==> src/rtl/alu_driver.sv <==
// Bus-functional ALU initiator: drives func/a/b for one DRIVE cycle, checks result, queues response.
// Accept-to-response 2 cycles when the FIFO is empty; cmd_ready drops when the response FIFO is full.
module alu_driver #(
  parameter int WIDTH      = 32,
  parameter int FIFO_DEPTH = 4,
  parameter int CNT_WIDTH  = 16
) (
  input  logic                 clock,
  input  logic                 reset,
  input  logic                 cmd_valid,
  output logic                 cmd_ready,
  input  logic [1:0]           cmd_func,
  input  logic [WIDTH-1:0]     cmd_a,
  input  logic [WIDTH-1:0]     cmd_b,
  output logic [1:0]           alu_func,
  output logic [WIDTH-1:0]     alu_a,
  output logic [WIDTH-1:0]     alu_b,
  input  logic [WIDTH-1:0]     alu_result,
  output logic                 rsp_valid,
  input  logic                 rsp_ready,
  output logic [WIDTH-1:0]     rsp_result,
  output logic [1:0]           rsp_func,
  output logic                 rsp_mismatch,
  output logic [CNT_WIDTH-1:0] txn_count,
  output logic [CNT_WIDTH-1:0] err_count,
  output logic                 busy
);

  localparam int AW = $clog2(FIFO_DEPTH);

  typedef enum logic {
    S_IDLE  = 1'b0,
    S_DRIVE = 1'b1
  } state_t;

  typedef struct packed {
    logic [WIDTH-1:0] result;
    logic [1:0]       func;
    logic             mismatch;
  } rsp_t;

  state_t               r_state;
  state_t               w_state_nxt;
  logic [1:0]           r_alu_func;
  logic [WIDTH-1:0]     r_alu_a;
  logic [WIDTH-1:0]     r_alu_b;
  rsp_t                 r_mem [FIFO_DEPTH];
  logic [AW-1:0]        r_wr_ptr;
  logic [AW-1:0]        r_rd_ptr;
  logic [AW:0]          r_count;
  logic [CNT_WIDTH-1:0] r_txn_count;
  logic [CNT_WIDTH-1:0] r_err_count;

  logic                 w_not_full;
  logic                 w_cmd_ready;
  logic                 w_busy;
  logic                 w_accept;
  logic                 w_push;
  logic                 w_pop;
  logic                 w_rsp_valid;
  logic                 w_mismatch;
  logic [WIDTH-1:0]     w_expected;
  rsp_t                 w_push_dat;
  rsp_t                 w_head;

  assign w_not_full = (r_count < (AW+1)'(FIFO_DEPTH));

  // reset gates the handshake so nothing is admitted while reset is held low
  always_comb begin
    w_state_nxt = r_state;
    w_cmd_ready = 1'b0;
    w_busy      = 1'b0;
    w_accept    = 1'b0;
    w_push      = 1'b0;
    case (r_state)
      S_IDLE: begin
        w_cmd_ready = reset && w_not_full;
        if (cmd_valid && w_cmd_ready) begin
          w_accept    = 1'b1;
          w_state_nxt = S_DRIVE;
        end
      end
      S_DRIVE: begin
        w_busy      = reset;
        w_push      = reset;
        w_state_nxt = S_IDLE;
      end
      default: w_state_nxt = S_IDLE;
    endcase
  end

  always_ff @(posedge clock) begin
    if (!reset) begin
      r_state <= S_IDLE;
    end else begin
      r_state <= w_state_nxt;
    end
  end

  always_ff @(posedge clock) begin
    if (!reset) begin
      r_alu_func <= '0;
      r_alu_a    <= '0;
      r_alu_b    <= '0;
    end else if (w_accept) begin
      r_alu_func <= cmd_func;
      r_alu_a    <= cmd_a;
      r_alu_b    <= cmd_b;
    end
  end

  always_comb begin
    w_expected = '0;
    case (r_alu_func)
      2'd0:    w_expected = r_alu_a + r_alu_b;
      2'd1:    w_expected = r_alu_a - r_alu_b;
      2'd2:    w_expected = r_alu_a | r_alu_b;
      default: w_expected = r_alu_a & r_alu_b;
    endcase
  end

  assign w_mismatch = (alu_result != w_expected);
  assign w_push_dat = {alu_result, r_alu_func, w_mismatch};

  // first-word-fall-through response queue; empty reads back as zero
  assign w_head      = r_mem[r_rd_ptr];
  assign w_rsp_valid = (r_count != '0);
  assign w_pop       = w_rsp_valid && rsp_ready;

  always_ff @(posedge clock) begin
    if (w_push) begin
      r_mem[r_wr_ptr] <= w_push_dat;
    end
  end

  always_ff @(posedge clock) begin
    if (!reset) begin
      r_wr_ptr <= '0;
      r_rd_ptr <= '0;
      r_count  <= '0;
    end else begin
      if (w_push) begin
        r_wr_ptr <= r_wr_ptr + AW'(1);
      end
      if (w_pop) begin
        r_rd_ptr <= r_rd_ptr + AW'(1);
      end
      case ({w_push, w_pop})
        2'b10:   r_count <= r_count + (AW+1)'(1);
        2'b01:   r_count <= r_count - (AW+1)'(1);
        default: r_count <= r_count;
      endcase
    end
  end

  always_ff @(posedge clock) begin
    if (!reset) begin
      r_txn_count <= '0;
      r_err_count <= '0;
    end else if (w_push) begin
      r_txn_count <= r_txn_count + CNT_WIDTH'(1);
      if (w_mismatch && (r_err_count != '1)) begin
        r_err_count <= r_err_count + CNT_WIDTH'(1);
      end
    end
  end

  assign cmd_ready    = w_cmd_ready;
  assign busy         = w_busy;
  assign alu_func     = r_alu_func;
  assign alu_a        = r_alu_a;
  assign alu_b        = r_alu_b;
  assign rsp_valid    = w_rsp_valid;
  assign rsp_result   = w_rsp_valid ? w_head.result   : '0;
  assign rsp_func     = w_rsp_valid ? w_head.func     : 2'b00;
  assign rsp_mismatch = w_rsp_valid ? w_head.mismatch : 1'b0;
  assign txn_count    = r_txn_count;
  assign err_count    = r_err_count;

endmodule

==> config.mk <==
export PLATFORM = sky130hd
export DESIGN_NAME = alu_driver
export DESIGN_NICKNAME = d
export VERILOG_FILES = /design/src/rtl/alu_driver.sv
export SDC_FILE = /design/constraint.sdc
export NUM_CORES = 1
export LEC_CHECK = 0
export CELL_PAD_IN_SITES_DETAIL_PLACEMENT = 1
export CELL_PAD_IN_SITES_GLOBAL_PLACEMENT = 1
export CORE_AREA = 3 3 180 165
export DETAILED_ROUTE_END_ITERATION = 16
export DIE_AREA = 0 0 183 168
export DONT_BUFFER_PORTS = 1
export PLACE_DENSITY_LB_ADDON = 0.1
export SLEW_MARGIN = 20
export SYNTH_ARGS = -nofsm -noshare
export SYNTH_HDL_FRONTEND = slang
export SYNTH_SLANG_ARGS = --single-unit
==> constraint.sdc <==
create_clock -name clock -period 6.38 [get_ports clock]
set_clock_uncertainty 0.05 [all_clocks]
set_input_delay 0.638 -clock clock [delete_from_list [all_inputs] [get_ports clock]]
set_output_delay 0.638 -clock clock [all_outputs]
set_load 0.05 [all_outputs]
# Yosys cells after proc, flatten, opt, wreduce, memory -nomap -nowiden
# Memories as Yosys holds them, arrays and structs flattened. A register that Yosys moved wholly into a read port is not among the register bits.
# Cells that the tools add are included.
# W data, S select, Z words.
# classes
n_lt_le_gt_ge	1
mux	14
n_eq_ne	6
bitwise_logic	3
addsub	8
reduce_logical	8
# ops
operator	count
$pmux W32 S3	1
$add A16 B1 Y16 const B	2
$add A32 B32 Y32	1
$and A32 B32 Y32	1
$mux W32	1
$ne A32 B32 Y1	1
$or A32 B32 Y32	1
$sub A32 B32 Y32	1
$ne A16 B16 Y1 const B	1
$mux W1	7
$mux W2	3
$pmux W3 S2	1
$add A2 B1 Y2 const B	2
$eq A2 B1 Y1 const B	2
$eq A2 B2 Y1 const B	2
$logic_and A1 B1 Y1	4
$add A3 B1 Y3 const B	1
$lt A3 B3 Y1 const B	1
$reduce_bool A3 Y1	1
$sub A3 B1 Y3 const B	1
$logic_not A2 Y1	1
$pmux W1 S2	1
$reduce_and A2 Y1	1
$reduce_bool A2 Y1	1
$not A1 Y1	1
# totals
ram_bits	140
out_inout_bits	136
input_bits	102
elab_cells	50
regBits	106
mem_count	1
# memory_table
memory	words	width	rd	rd_clocked_by_memory_dff	write_ports	line	text
r_mem	4	35	1	1	1	47	rsp_t r_mem [FIFO_DEPTH];

# Longest topological paths before layout
# depth
depth_word	5
mapped_depth	25
ltp_nobuf	22

# Worst setup path after synthesis
# Ideal clock, no wire load.
# synth_path
kind	reg2reg
from	register r_alu_func[0] (netlist: alu_func[0])
to	register r_err_count[1] (netlist: err_count[1])
setup_time_ps	67
required_ps	6263
arrival_ps	5280
stages_incl_launch_ff	24
path_slack_ps	983
synth_period_minus_slack_ps	5397
n_path_buf	7
path_cell_list	dfxtp_1 -> buf_2 -> inv_2 -> buf_2 -> buf_2 -> buf_1 -> nor2_1 -> clkbuf_1 -> a21oi_1 -> xnor2_1 -> ha_1 -> a21o_1 -> a31oi_2 -> a21boi_0 -> or4_1 -> nand3_1 -> xor2_1 -> or4b_4 -> nor4b_4 -> and4_4 -> buf_6 -> buf_8 -> o21ai_1 -> a21oi_2
# synth_between
elab_chain_cells	5
word_cells_on_any_way	7
cone_classes	eq/ne (3); mux (1); reduce/logical (3)
# synth_lines
element	line	text
start: declaration	44	logic [1:0] r_alu_func;
start signal: assignment	106	r_alu_func <= cmd_func;
$eq A2 B2 Y1, or another cell as far along	114	case (r_alu_func)
$pmux W32 S3 (*)	114	
$ne A32 B32 Y1 (*)	122	assign w_mismatch = (alu_result != w_expected);
$logic_and A1 B1 Y1 (*)	162	if (w_mismatch && (r_err_count != '1)) begin
$reduce_and A2 Y1 (no source line) (*)	--	
end signal: assignment	163	r_err_count <= r_err_count + CNT_WIDTH'(1);
end: declaration	52	logic [CNT_WIDTH-1:0] r_err_count;
# Mark *: on every way between the ends. The rest lies on a longest branch, timed or not.
# A chain may end at the register's enable or synchronous reset.

# Worst setup path after layout
# layout_path
from	register r_alu_b[1] (netlist: alu_b[1])
to	register r_err_count[14] (netlist: err_count[14])
# layout_between
elab_chain_cells	5
word_cells_on_any_way	8
cone_classes	add/sub (2); eq/ne (1); mux (1); bitwise (2); reduce/logical (2)
# layout_lines
element	line	text
start: declaration	46	logic [WIDTH-1:0] r_alu_b;
start signal: assignment	108	r_alu_b <= cmd_b;
$sub A32 B32 Y32, or another cell as far along	116	2'd1: w_expected = r_alu_a - r_alu_b;
$pmux W32 S3 (*)	114	
$ne A32 B32 Y1 (*)	122	
$logic_and A1 B1 Y1 (*)	162	
$reduce_and A2 Y1 (no source line) (*)	--	
# Marks and branches as above.

==> run metrics <==
Die H=168 um; Setup Viol. Count Final=0; R2R Setup Slk=0.71 ns; Pre-antenna DRT Iters=5; Vias=10920; Final Hold Fails=0; synth warn=0; unrepaired setup endpoints after global routing=no; Max Cap Viol=0; CP arrival=6.08 ns; Worst EP required=6.79 ns; H-tree Lvls=1; beginning of the worst hold path=alu_result[21]; Cell Area, Synth=13930 um2; reg2reg start=alu_b[1]; Port Buffers=0; largest net degree at the start of global routing=98; global route overflow=0; routability cong.=0.9466; # hold bufs at CTS=0; static leakage=0.005160 uW; Setup CP Type=flip-flop to flip-flop; initial antenna violation count=0; PD cells=333.3 nW/um2; FP Rows=58; sequential area share after synthesis=0.4571; crit end category=flip-flop; final net count=1519; Reg2Reg Depth=23; Core Area=27870 um2; Hold Path Class=primary input to flip-flop; Antenna Cells=0; number of routed nets with antenna violations=0; CTS tree=yes; Period Utilization, post-route=0.8881; status=completed; Mean Syn Cell Area=9.913 um2; CP max FO=22; Design Area, Final=15180 um2; 1st-iter DRT viols=900; Worst Setup SP=alu_b[1]; Max Clock Freq=176.5 MHz; vias in the first global route=11180; Clock Path Buffers=3; Netlist cell types=91; DRT Wirelength=41820 um; GRT Total Usage=0.2682; die area=30740 um2; commonest non-fill, non-tap cell in the layout=nand2_1; async set-reset flop share out of synthesis=0; Synth Flop Type=edfxtp_1; Clock Sinks=248; setup_tns=0 ns; VDD IR max=0.2287 mV; element type at the critical path start=flip-flop; worst skew pair latency=0.55 ns; DP Area=14200 um2; Final Critical Period=5.666 ns; first-pass GRT wire length=65630 um; Resize count post-CTS=0; max-slew violations=0; hold slack=0.1292 ns; synthesized netlist cell count=1405; Initial Util=0.4998; Worst Setup EP=err_count[14]; Routed WL per cell=23.83 um; Yosys reg bits=248; Synth Net Count=1550; most frequent cells in the layout=nand2_1, a21oi_1, edfxtp_1; P&R area growth vs syn=8.965%; # DRC=0; clock-pin slew on the worst setup and hold paths=0.06 ns; cts bufs inserted=27; Post-synth EDFFs=140; total setup buffers inserted after CTS=0; Boundary Pins=238; actual slew at the worst max-slew pin=1.034 ns; die width=183 um; HPWL Detailed=30840 um; Avg Vias per Cell=6.225; layout cells sized above 1=0.1004; Slew headroom=0.3108; CTS root buffer=clkbuf_16; reg2reg end=err_count[14]
==> registers in the layout, summed over array words and instances (netlist names), named ones only <==
| name | flops |
|---|---|
| alu_a | 32 |
| alu_b | 32 |
| alu_func | 2 |
| err_count | 16 |
| r_count | 3 |
| r_mem | 140 |
| r_rd_ptr | 2 |
| r_state | 1 |
| r_wr_ptr | 2 |
| txn_count | 16 |
==> how the worst min path moves through the flow <==
stage	endpoint	slack [ns]	cells after the start
2_1_floorplan	r_count[2]	0.42	2
3_3_place_gp	r_count[1]	0.45	2
3_5_place_dp	r_count[1]	0.46	2
4_1_cts	r_mem[2][24]	0.10	0
5_1_grt	r_mem[2][24]	0.11	0
6_report	r_mem[2][24]	0.13	0
==> report_power, final <==
| group | switching [uW] | leakage (uW) | total [uW] | internal, uW |
|---|---|---|---|---|
| clock network | 647 | 0.000478 | 1700 | 1050 |
| registers | 124 | 0.00215 | 1850 | 1730 |
| logic | 1010 | 0.00253 | 1500 | 491 |
==> synth_stat cells (all sizes together), types with 4 or more instances <==
cell,instances,share of area
or4,13,0.0075
mux4,35,0.057
a31oi,13,0.0063
mux2i,13,0.0093
nand4b,4,0.0025
o21a,8,0.0043
nand3,29,0.010
nor2b,8,0.0036
ha,41,0.037
dfxtp,108,0.16
a211o,4,0.0025
and4,11,0.0071
nor3,26,0.0097
or3,13,0.0058
xor2,35,0.023
a211oi,11,0.0063
o211ai,12,0.0068
and2,42,0.019
nand4,19,0.0085
maj3,23,0.017
nand3b,5,0.0027
a22oi,5,0.0027
buf,25,0.010
and3,25,0.011
clkbuf,57,0.016
nand2b,7,0.0031
a221oi,4,0.0030
nor2,72,0.019
a21o,6,0.0032
a21oi,150,0.056
nor4,9,0.0066
o21ai,53,0.020
o2111ai,4,0.0025
edfxtp,140,0.30
nand2,220,0.059
xnor2,46,0.029
o31ai,16,0.0086
inv,39,0.011
==> critical path, stage by stage, from the launching register on <==
cell	delay, ns
dfxtp_1	0.51
inv_1	0.19
ha_1	0.22
nand3b_1	0.11
nor4_1	0.28
buf_4	0.20
inv_1	0.05
nor3b_1	0.19
buf_4	0.17
nand3_1	0.18
o31ai_1	0.30
xor2_1	0.12
ha_1	0.53
and3_1	0.34
and2_1	0.17
a221oi_1	0.09
o32a_1	0.32
o41ai_1	0.08
a21oi_2	0.08
xnor2_1	0.31
nor4_2	0.11
and4_4	0.29
or4_1	0.48
a21oi_1	0.17
==> routing by layer <==
layer | GRT usage | part of all wire | up-vias
li1 | - | - | 5113
met1 | 0.3740 | 0.45 | 5395
met2 | 0.4287 | 0.46 | 362
met3 | 0.06438 | 0.077 | 54
met4 | 0.05894 | 0.021 | 0
met5 | 0 | 0 | -
==> kinds of logic (layout without fill, tap and decap cells) <==
| group | after synthesis | in the layout | share of synthesized area |
|---|---|---|---|
| AOI/OAI and AO/OA | 320 | 320 | 0.1438 |
| xor gates and xnor gates | 81 | 81 | 0.05147 |
| adders and majority gates | 66 | 66 | 0.05623 |
| buffers and inverters | 121 | 111 | 0.03611 |
| DFF | 248 | 248 | 0.4571 |
| muxes | 50 | 50 | 0.06755 |
| and+or+nand+nor | 519 | 519 | 0.1877 |
==> layout make-up <==
cell class | count | area (um2)
flip-flops and latches | 248 | 6369
clock buffers | 35 | 726.9
fillers | 3069 | 12690
well taps | 360 | 450.4
inverters | 39 | 147.6
multi-input cells | 1036 | 7072
clock inverters | 15 | 246.5
repair buffers | 22 | 165.2
==> stage by stage <==
stage | worst slack, ns | total power, uW | cells | util
after floorplan | 0.9831 | 3056 | 1405 | -
after global placement | 0.8822 | 3354 | 1705 | 0.5097
after detailed placement | 0.7510 | 3379 | 1705 | 0.5097
after CTS | 0.7139 | 5089 | 1755 | 0.5446
after global routing | 0.2654 | 5295 | 1755 | 0.5446
final | 0.7137 | 5058 | 1755 | 0.5446
Note: power is estimated with default switching activity, not from simulation.
